**src/rtl/mem_stage_if.sv**
```systemverilog
// EXE->MEM request, data-memory bus and MEM->WB result bundle for mem_stage.
interface mem_stage_if #(
    parameter int DATA_W    = 32,
    parameter int MADDR_W   = 8,
    parameter int THROUGH_W = 11
) ();
    localparam int NB = DATA_W / 8;

    logic                 in_valid;
    logic                 in_ready;
    logic                 in_read;
    logic                 in_write;
    logic [1:0]           in_len;
    logic                 in_un;
    logic [THROUGH_W-1:0] in_through;
    logic [31:0]          in_addr;
    logic [DATA_W-1:0]    in_exe;

    logic                 mreq;
    logic [NB-1:0]        mwe;
    logic [MADDR_W-1:0]   maddr;
    logic [DATA_W-1:0]    mwdata;
    logic [DATA_W-1:0]    mrdata;
    logic                 mack;

    logic                 out_valid;
    logic                 out_ready;
    logic [THROUGH_W-1:0] out_through;
    logic [DATA_W-1:0]    out_result;
    logic                 out_misalign;

    modport slave (
        input  in_valid, in_read, in_write, in_len, in_un, in_through, in_addr, in_exe,
        input  mrdata, mack, out_ready,
        output in_ready, mreq, mwe, maddr, mwdata,
        output out_valid, out_through, out_result, out_misalign
    );

    modport master (
        output in_valid, in_read, in_write, in_len, in_un, in_through, in_addr, in_exe,
        output mrdata, mack, out_ready,
        input  in_ready, mreq, mwe, maddr, mwdata,
        input  out_valid, out_through, out_result, out_misalign
    );
endinterface

```
**src/rtl/mem_stage.sv**
```systemverilog
// Memory-access pipeline stage: issues lane-aligned loads/stores with a req/ack
// handshake, extends loaded data, and forwards non-memory results to WB.
module mem_stage #(
    parameter int DATA_W    = 32,
    parameter int MADDR_W   = 8,
    parameter int THROUGH_W = 11
) (
    input logic        clk,
    input logic        rst,
    mem_stage_if.slave bus
);
    localparam int NB = DATA_W / 8;
    localparam int OB = $clog2(NB);

    typedef enum logic [1:0] {IDLE, REQ, DONE} state_t;
    state_t state, state_nx;

    logic                 accept, take_ack, ready, valid;
    logic                 is_mem, misalign;
    logic [OB-1:0]        off;
    logic [7:0]           size_mask;
    logic [15:0]          mwe_wide;

    logic                 r_write, r_un;
    logic [1:0]           r_len;
    logic [OB-1:0]        r_off;
    logic [DATA_W-1:0]    r_exe;

    logic [DATA_W-1:0]    lane, keep, load_ext;
    logic                 fill;

    logic [NB-1:0]        mwe_q;
    logic [MADDR_W-1:0]   maddr_q;
    logic [DATA_W-1:0]    mwdata_q, result_q;
    logic [THROUGH_W-1:0] through_q;
    logic                 misalign_q;

    assign valid  = (state == DONE);
    assign ready  = (state == IDLE) & (~valid | bus.out_ready);
    assign is_mem = bus.in_read | bus.in_write;
    assign off    = bus.in_addr[OB-1:0];

    always_comb begin
        misalign  = 1'b0;
        size_mask = 8'h01;
        case (bus.in_len)
            2'b00: begin misalign = 1'b0;                                   size_mask = 8'h01; end
            2'b01: begin misalign = bus.in_addr[0];                         size_mask = 8'h03; end
            2'b10: begin misalign = |bus.in_addr[1:0];                      size_mask = 8'h0F; end
            default: begin misalign = (|bus.in_addr[2:0]) || (DATA_W == 32); size_mask = 8'hFF; end
        endcase
        misalign = misalign & is_mem;
    end

    assign mwe_wide = {8'h00, size_mask} << off;

    always_ff @(posedge clk) begin
        if (rst) state <= IDLE;
        else     state <= state_nx;
    end

    always_comb begin
        state_nx = state;
        accept   = 1'b0;
        take_ack = 1'b0;
        case (state)
            IDLE: if (bus.in_valid && ready) begin
                accept   = 1'b1;
                state_nx = (is_mem && !misalign) ? REQ : DONE;
            end
            REQ: if (bus.mack) begin
                take_ack = 1'b1;
                state_nx = DONE;
            end
            DONE: if (bus.out_ready) state_nx = IDLE;
            default: state_nx = IDLE;
        endcase
    end

    // Lane extraction: shift the addressed bytes down, then sign/zero fill above the access size.
    assign lane = bus.mrdata >> {r_off, 3'b000};

    always_comb begin
        keep = '1;
        fill = lane[DATA_W-1];
        case (r_len)
            2'b00:   begin keep = DATA_W'(8'hFF);         fill = lane[7];        end
            2'b01:   begin keep = DATA_W'(16'hFFFF);      fill = lane[15];       end
            2'b10:   begin keep = DATA_W'(32'hFFFF_FFFF); fill = lane[31];       end
            default: begin keep = '1;                     fill = lane[DATA_W-1]; end
        endcase
        load_ext = (lane & keep) | ({DATA_W{fill & ~r_un}} & ~keep);
    end

    always_ff @(posedge clk) begin
        if (rst) begin
            r_write    <= 1'b0;
            r_un       <= 1'b0;
            r_len      <= '0;
            r_off      <= '0;
            r_exe      <= '0;
            mwe_q      <= '0;
            maddr_q    <= '0;
            mwdata_q   <= '0;
            result_q   <= '0;
            through_q  <= '0;
            misalign_q <= 1'b0;
        end else begin
            if (accept) begin
                r_write   <= bus.in_write;
                r_un      <= bus.in_un;
                r_len     <= bus.in_len;
                r_off     <= off;
                r_exe     <= bus.in_exe;
                through_q <= bus.in_through;
                misalign_q <= misalign;
                if (is_mem && !misalign) begin
                    mwe_q    <= bus.in_write ? mwe_wide[NB-1:0] : '0;
                    maddr_q  <= bus.in_addr[OB+MADDR_W-1:OB];
                    mwdata_q <= bus.in_exe << {off, 3'b000};
                end else begin
                    result_q <= misalign ? DATA_W'(bus.in_addr) : bus.in_exe;
                end
            end
            if (take_ack) result_q <= r_write ? r_exe : load_ext;
        end
    end

    assign bus.in_ready     = ready;
    assign bus.mreq         = (state == REQ);
    assign bus.mwe          = mwe_q;
    assign bus.maddr        = maddr_q;
    assign bus.mwdata       = mwdata_q;
    assign bus.out_valid    = valid;
    assign bus.out_through  = through_q;
    assign bus.out_result   = result_q;
    assign bus.out_misalign = misalign_q;
endmodule

```
**src/flat_wrapper.sv**
```systemverilog
// flat-port wrapper written by rule: the top's interface ports become plain ports
module mem_stage_flat 
#(
    parameter int DATA_W    = 32,
    parameter int MADDR_W   = 8,
    parameter int THROUGH_W = 11
)
  (clk, rst, bus_in_valid, bus_in_read, bus_in_write, bus_in_len, bus_in_un, bus_in_through, bus_in_addr, bus_in_exe, bus_mrdata, bus_mack, bus_out_ready, bus_in_ready, bus_mreq, bus_mwe, bus_maddr, bus_mwdata, bus_out_valid, bus_out_through, bus_out_result, bus_out_misalign);
  mem_stage_if #(.DATA_W(DATA_W), .MADDR_W(MADDR_W), .THROUGH_W(THROUGH_W)) bus_i ();
  input logic clk;
  input logic rst;
  input wire logic [$bits(bus_i.in_valid)-1:0] bus_in_valid;
  input wire logic [$bits(bus_i.in_read)-1:0] bus_in_read;
  input wire logic [$bits(bus_i.in_write)-1:0] bus_in_write;
  input wire logic [$bits(bus_i.in_len)-1:0] bus_in_len;
  input wire logic [$bits(bus_i.in_un)-1:0] bus_in_un;
  input wire logic [$bits(bus_i.in_through)-1:0] bus_in_through;
  input wire logic [$bits(bus_i.in_addr)-1:0] bus_in_addr;
  input wire logic [$bits(bus_i.in_exe)-1:0] bus_in_exe;
  input wire logic [$bits(bus_i.mrdata)-1:0] bus_mrdata;
  input wire logic [$bits(bus_i.mack)-1:0] bus_mack;
  input wire logic [$bits(bus_i.out_ready)-1:0] bus_out_ready;
  output wire logic [$bits(bus_i.in_ready)-1:0] bus_in_ready;
  output wire logic [$bits(bus_i.mreq)-1:0] bus_mreq;
  output wire logic [$bits(bus_i.mwe)-1:0] bus_mwe;
  output wire logic [$bits(bus_i.maddr)-1:0] bus_maddr;
  output wire logic [$bits(bus_i.mwdata)-1:0] bus_mwdata;
  output wire logic [$bits(bus_i.out_valid)-1:0] bus_out_valid;
  output wire logic [$bits(bus_i.out_through)-1:0] bus_out_through;
  output wire logic [$bits(bus_i.out_result)-1:0] bus_out_result;
  output wire logic [$bits(bus_i.out_misalign)-1:0] bus_out_misalign;
  assign bus_i.in_valid = bus_in_valid;
  assign bus_i.in_read = bus_in_read;
  assign bus_i.in_write = bus_in_write;
  assign bus_i.in_len = bus_in_len;
  assign bus_i.in_un = bus_in_un;
  assign bus_i.in_through = bus_in_through;
  assign bus_i.in_addr = bus_in_addr;
  assign bus_i.in_exe = bus_in_exe;
  assign bus_i.mrdata = bus_mrdata;
  assign bus_i.mack = bus_mack;
  assign bus_i.out_ready = bus_out_ready;
  assign bus_in_ready = bus_i.in_ready;
  assign bus_mreq = bus_i.mreq;
  assign bus_mwe = bus_i.mwe;
  assign bus_maddr = bus_i.maddr;
  assign bus_mwdata = bus_i.mwdata;
  assign bus_out_valid = bus_i.out_valid;
  assign bus_out_through = bus_i.out_through;
  assign bus_out_result = bus_i.out_result;
  assign bus_out_misalign = bus_i.out_misalign;
  mem_stage #(.DATA_W(DATA_W), .MADDR_W(MADDR_W), .THROUGH_W(THROUGH_W)) u_core (.clk(clk), .rst(rst), .bus(bus_i));
endmodule
```
**config.mk**
```make
export PLATFORM = sky130hd
export DESIGN_NAME = mem_stage_flat
export DESIGN_NICKNAME = d
export VERILOG_FILES = /design/src/rtl/mem_stage_if.sv /design/src/rtl/mem_stage.sv /design/src/flat_wrapper.sv
export SDC_FILE = /design/constraint.sdc
export NUM_CORES = 1
export LEC_CHECK = 0
export ABC_AREA = 0
export BUFFER_PORTS_ARGS = -buffer_cell sky130_fd_sc_hd__buf_2
export CAP_MARGIN = 20
export CORE_ASPECT_RATIO = 2
export CORE_MARGIN = 4
export CORE_UTILIZATION = 48
export DETAILED_ROUTE_END_ITERATION = 10
export HOLD_SLACK_MARGIN = 0.12
export PLACE_DENSITY = 0.74
export SLEW_MARGIN = 20
export SYNTH_ARGS = -nofsm -noshare
export SYNTH_HDL_FRONTEND = slang
export SYNTH_SLANG_ARGS = --single-unit
```
**constraint.sdc**
```tcl
create_clock -name clk -period 5.93 [get_ports clk]
set_input_delay 0.8895 -clock clk [delete_from_list [all_inputs] [get_ports clk]]
set_output_delay 0.8895 -clock clk [all_outputs]
set_load 0.005 [all_outputs]
```
==> flow_summary.html <==
<table>
<tr><th>Metric</th><th>Value</th></tr>
<tr><th colspan="2">Timing</th></tr>
<tr><td>Transition time at the pin with the least slew margin</td><td>864 ps</td></tr>
<tr><td>Max_slew headroom</td><td>0.424</td></tr>
<tr><td>Post-layout min period</td><td>3040 ps</td></tr>
<tr><td>Unrepaired setup endpoints after global routing</td><td>no</td></tr>
<tr><td>Worst hold slack</td><td>449 ps</td></tr>
<tr><td>Max-slew violation total from the final report</td><td>0</td></tr>
<tr><td>Clock skew</td><td>11.4 ps</td></tr>
<tr><td>Final count of hold timing violations</td><td>0</td></tr>
<tr><td>Setup tns final</td><td>0 ps</td></tr>
<tr><td>Final period utilization</td><td>0.512</td></tr>
<tr><td>Setup violators final</td><td>0</td></tr>
<tr><td>Timing-limited maximum frequency</td><td>0.329 GHz</td></tr>
<tr><th colspan="2">Layout</th></tr>
<tr><td>Fraction of final layout cells sized beyond drive strength 1</td><td>0.273</td></tr>
<tr><td>Layout Cells excl Fill</td><td>1151</td></tr>
<tr><td>Core occupancy in the finished layout</td><td>0.610</td></tr>
<tr><td>NumNets Final</td><td>1103</td></tr>
<tr><td>Number of diodes added for antenna fixing</td><td>0</td></tr>
<tr><td>Number of fill cells</td><td>1230</td></tr>
<tr><td>Footprint of the flip-flops and latches</td><td>0.00256 mm²</td></tr>
<tr><td>Multi-input gate area in the final layout</td><td>0.00349 mm²</td></tr>
<tr><td>Area added between synthesis and finish</td><td>24.9%</td></tr>
<tr><th colspan="2">Floorplanning</th></tr>
<tr><td>Starting density of the core</td><td>0.489</td></tr>
<tr><td>Die outline width</td><td>89.3 µm</td></tr>
<tr><td>Floorplan row count</td><td>59</td></tr>
<tr><td>Y dimension of the die</td><td>171 µm</td></tr>
<tr><td>Ports placed on the boundary</td><td>208</td></tr>
<tr><td>Die area</td><td>0.0152 mm²</td></tr>
<tr><td>Core Box Area</td><td>0.0130 mm²</td></tr>
<tr><th colspan="2">Clock tree</th></tr>
<tr><td>Max clock buf depth</td><td>2</td></tr>
<tr><td>Clock root buffer</td><td>sky130_fd_sc_hd__clkbuf_16</td></tr>
<tr><td>Number of hold-repair buffers added at the cts stage</td><td>0</td></tr>
<tr><td>CTS Buf Count</td><td>17</td></tr>
<tr><td>Clock transition time at the flip-flop clock pins of the worst setup and hold paths</td><td>60 ps</td></tr>
<tr><td>Postcts setup bufs</td><td>0</td></tr>
<tr><td># clock sinks</td><td>128</td></tr>
<tr><td>Maximum level of the CTS H-tree</td><td>4</td></tr>
<tr><td>Clock insertion delay at the later pin of the skew report</td><td>420 ps</td></tr>
<tr><td>TritonCTS clock tree</td><td>built</td></tr>
<tr><td>Post-CTS resize count</td><td>0</td></tr>
<tr><th colspan="2">Synthesis</th></tr>
<tr><td>Biggest area consumer among synthesized cells</td><td>sky130_fd_sc_hd__dfxtp_1</td></tr>
<tr><td>Proportion of synthesized flip-flops having asynchronous set or reset</td><td>0</td></tr>
<tr><td>Most used flip-flop cell after synthesis</td><td>sky130_fd_sc_hd__dfxtp_1</td></tr>
<tr><td>Top cell type's share of synthesized area</td><td>0.404</td></tr>
<tr><td>Top cells by area in the synthesized netlist</td><td>sky130_fd_sc_hd__dfxtp_1 40%, sky130_fd_sc_hd__nand2_1 12%, sky130_fd_sc_hd__a21oi_1 9.7%, sky130_fd_sc_hd__mux2i_1 4.6%, sky130_fd_sc_hd__a211oi_1 4.4%</td></tr>
<tr><td>Number of synthesized flops with an enable pin</td><td>0</td></tr>
<tr><td>Cell area after synthesis</td><td>0.00635 mm²</td></tr>
<tr><td>Most frequent cells after synthesis</td><td>208 x sky130_fd_sc_hd__nand2_1, 128 x sky130_fd_sc_hd__dfxtp_1, 123 x sky130_fd_sc_hd__a21oi_1</td></tr>
<tr><td>Syn Nets</td><td>940</td></tr>
<tr><td>Number of warning messages in the yosys log</td><td>0</td></tr>
<tr><td>Synth Register Bits</td><td>128</td></tr>
<tr><td>Count of cell types in the netlist</td><td>45</td></tr>
<tr><td>Number of standard cells after synthesis</td><td>823</td></tr>
<tr><td>Library cell with the highest instance count after synthesis</td><td>sky130_fd_sc_hd__nand2_1</td></tr>
<tr><td>Portion of the post-synthesis area used by sequential elements</td><td>0.404</td></tr>
<tr><td>Syn Area/Cell</td><td>7.71 µm²</td></tr>
<tr><th colspan="2">GRT</th></tr>
<tr><td>Global-route wire length before repair</td><td>33600 µm</td></tr>
<tr><td>GRT Resource Usage Total</td><td>0.293</td></tr>
<tr><td>Met3 global-route usage</td><td>0.0569</td></tr>
<tr><td>Global routing met2 resource utilization</td><td>0.484</td></tr>
<tr><td>Maximum number of pins on one net before global-route repair</td><td>115</td></tr>
<tr><td>Busiest grt layer</td><td>met2</td></tr>
<tr><td>Initial antenna violation count</td><td>0</td></tr>
<tr><td>Sum of overflow across all layers after global routing</td><td>0</td></tr>
<tr><td>Via count of the first global-routing pass</td><td>6270</td></tr>
<tr><td>Met1 global-route usage</td><td>0.334</td></tr>
<tr><th colspan="2">Power and ir drop</th></tr>
<tr><td>Clock share of power</td><td>0.428</td></tr>
<tr><td>Share of total power consumed by net switching</td><td>0.291</td></tr>
<tr><td>P_int</td><td>1.72 mW</td></tr>
<tr><td>PD cells</td><td>306 mW/mm²</td></tr>
<tr><td>Sequential cell fraction of total power</td><td>0.399</td></tr>
<tr><td>Maximum ir drop on the vdd rail</td><td>240 µV</td></tr>
<tr><td>Switching Power</td><td>0.707 mW</td></tr>
<tr><td>Leak Pwr</td><td>3.50 nW</td></tr>
<tr><td>Combinational fraction of design power</td><td>0.173</td></tr>
<tr><th colspan="2">Critical path</th></tr>
<tr><td>Worst Setup End Kind</td><td>flip-flop</td></tr>
<tr><td>Path type of the worst setup path</td><td>in -&gt; reg</td></tr>
<tr><td>Number of buffer and inverter stages on the critical path</td><td>2</td></tr>
<tr><td>R2r worst-path depth</td><td>6</td></tr>
<tr><td>Setup crit start kind</td><td>input pin</td></tr>
<tr><td>Crit path largest cell delay</td><td>680 ps</td></tr>
<tr><td>Terminus of the critical flop-to-flop path</td><td>u_core.bus.out_result[15]</td></tr>
<tr><td>Largest delay share family, worst path</td><td>simple AND/OR/NAND/NOR gates</td></tr>
<tr><td>Highest-delay cell along the critical path</td><td>sky130_fd_sc_hd__or3b_2</td></tr>
<tr><td>Startpoint of the worst-slack reg-to-reg timing path</td><td>u_core.state[1]</td></tr>
<tr><td>R2R Setup Slk</td><td>3060 ps</td></tr>
<tr><td>Crit-path max FO</td><td>32</td></tr>
<tr><td>Number of stages on the worst setup path</td><td>7</td></tr>
<tr><td>Data arrival, critical path</td><td>3360 ps</td></tr>
<tr><td>Crit path cell chain</td><td>buf_2 -&gt; or3b_2 -&gt; buf_4 -&gt; a221o_1 -&gt; nand2_1 -&gt; nor2_1 -&gt; a311oi_1</td></tr>
<tr><td>Required time reported for the critical path endpoint</td><td>6250 ps</td></tr>
<tr><th colspan="2">Route</th></tr>
<tr><td>Final routed wire length divided by cell count</td><td>19.3 µm</td></tr>
<tr><td>Overall via count from detail_route</td><td>6608</td></tr>
<tr><td>Routed Antenna Nets</td><td>0</td></tr>
<tr><td>DRC errors left</td><td>0</td></tr>
<tr><td>Length of the first detailed-routing pass in iterations</td><td>5</td></tr>
<tr><td>Vias/cell</td><td>5.74</td></tr>
<tr><td>Number of DRC violations after detailed-routing iteration 0</td><td>434</td></tr>
<tr><td>Post-detailed-routing wire length</td><td>22200 µm</td></tr>
<tr><th colspan="2">Place</th></tr>
<tr><td>Cell count after placement</td><td>1119</td></tr>
<tr><td>Count of input and output buffers</td><td>207</td></tr>
<tr><td>GP Congestion</td><td>0.943</td></tr>
<tr><td>DP HPWL</td><td>16600 µm</td></tr>
<tr><th colspan="2">Hold path</th></tr>
<tr><td>Hold path startpoint</td><td>u_core.bus.mwdata[13]</td></tr>
<tr><td>Path class of the lowest-slack min-delay path</td><td>reg -&gt; reg</td></tr>
<tr><td>Number of cells on the worst hold path</td><td>2</td></tr>
<tr><td>Endpoint of the worst hold-timing path</td><td>u_core.bus.mwdata[13]</td></tr>
<tr><th colspan="2">Run status</th></tr>
<tr><td>Run status</td><td>finished clean</td></tr>
<tr><th colspan="2">Run</th></tr>
<tr><td>Number of max-cap violations</td><td>0</td></tr>
</table>
==> logic make-up after synthesis <==
logic type / count (synthesis) / share of synthesized area
AO/OA/AOI/OAI: 247 / 0.248
buffers and inverters: 72 / 0.0493
flip-flops: 128 / 0.404
multiplexers: 46 / 0.0777
AND/OR/NAND/NOR: 330 / 0.221
==> per-stage QoR <==
step           cell area (µm²)  power [mW]  setup WS [ps]
2_1_floorplan             6350        1.23           3400
3_3_place_gp              7340        1.40           2490
3_5_place_dp              7340        1.40           2450
4_1_cts                   7930        2.43           2880
5_1_grt                   7930        2.53           2720
6_report                  7930        2.43           2890
==> worst reg2reg max path, stage by stage (launching register included) <==
cell and delay (ps):
sky130_fd_sc_hd__dfxtp_1 370, sky130_fd_sc_hd__or3b_2 730, sky130_fd_sc_hd__buf_4 350, sky130_fd_sc_hd__a221o_1 480, sky130_fd_sc_hd__nand2_1 540, sky130_fd_sc_hd__nor2_1 80, sky130_fd_sc_hd__a311oi_1 250
==> registers in the layout (all words and copies together) (netlist names) <==
signal / flops
u_core.r_off: 2
u_core.bus.mwdata: 32
u_core.bus.out_result: 32
u_core.state: 2
u_core.bus.out_through: 11
u_core.r_exe: 32
u_core.bus.out_misalign: 1
u_core.r_un: 1
u_core.r_len: 2
u_core.bus.mwe: 4
u_core.bus.maddr: 8
u_core.r_write: 1
==> placed cells by master, fill, tap and decap left out, drive strengths merged, types with 5 or more instances in the layout <==
cell	count
nand3	10
a21oi	125
a22o	6
clkinv	9
a211oi	37
a31oi	7
nand2	208
and3	8
nor2	54
o22a	16
inv	6
mux2	16
mux2i	29
a22oi	7
nor2b	12
clkbuf	17
dfxtp	128
buf	214
o21ai	11
a41oi	7
nor3	12
o31a	5
or3	10
o211ai	12
a221oi	8
nand2b	5
==> layer usage <==
layer / share of wire / vias to the layer above
li1: - / 3237
met1: 0.36 / 3013
met2: 0.51 / 287
met3: 0.064 / 71
met4: 0.069 / 0
met5: 0 / -
==> worst max path at each step <==
stage	startpoint	to	slack, ps
finish	bus_in_valid	u_core.bus.out_result[15]	2890
global placement	bus_in_valid	u_core.bus.out_result[30]	2490
CTS	bus_in_valid	u_core.bus.out_result[15]	2880
floorplan	bus_in_write	u_core.bus.out_result[19]	3400
detailed placement	bus_in_valid	u_core.bus.out_result[15]	2450
global route	bus_in_valid	u_core.bus.out_result[15]	2720
==> power by group through the flow <==
stage / clock (mW) / combinational [mW] / sequential, mW
4_1_cts: 1.05 / 0.420 / 0.968
3_3_place_gp: 0 / 0.414 / 0.986
3_5_place_dp: 0 / 0.419 / 0.986
2_1_floorplan: 0 / 0.255 / 0.979
6_report: 1.04 / 0.421 / 0.969
5_1_grt: 1.09 / 0.467 / 0.976
==> area by class of cell <==
class | count | area share
Multi-Input combinational cell | 623 | 0.440
Clock inverter | 15 | 0.0200
Timing Repair Buffer | 214 | 0.138
Tap cell | 152 | 0.0240
Inverter | 2 | 0.000947
Sequential cell | 128 | 0.323
Clock buffer | 17 | 0.0536
Note: power is estimated with default switching activity, not from simulation.
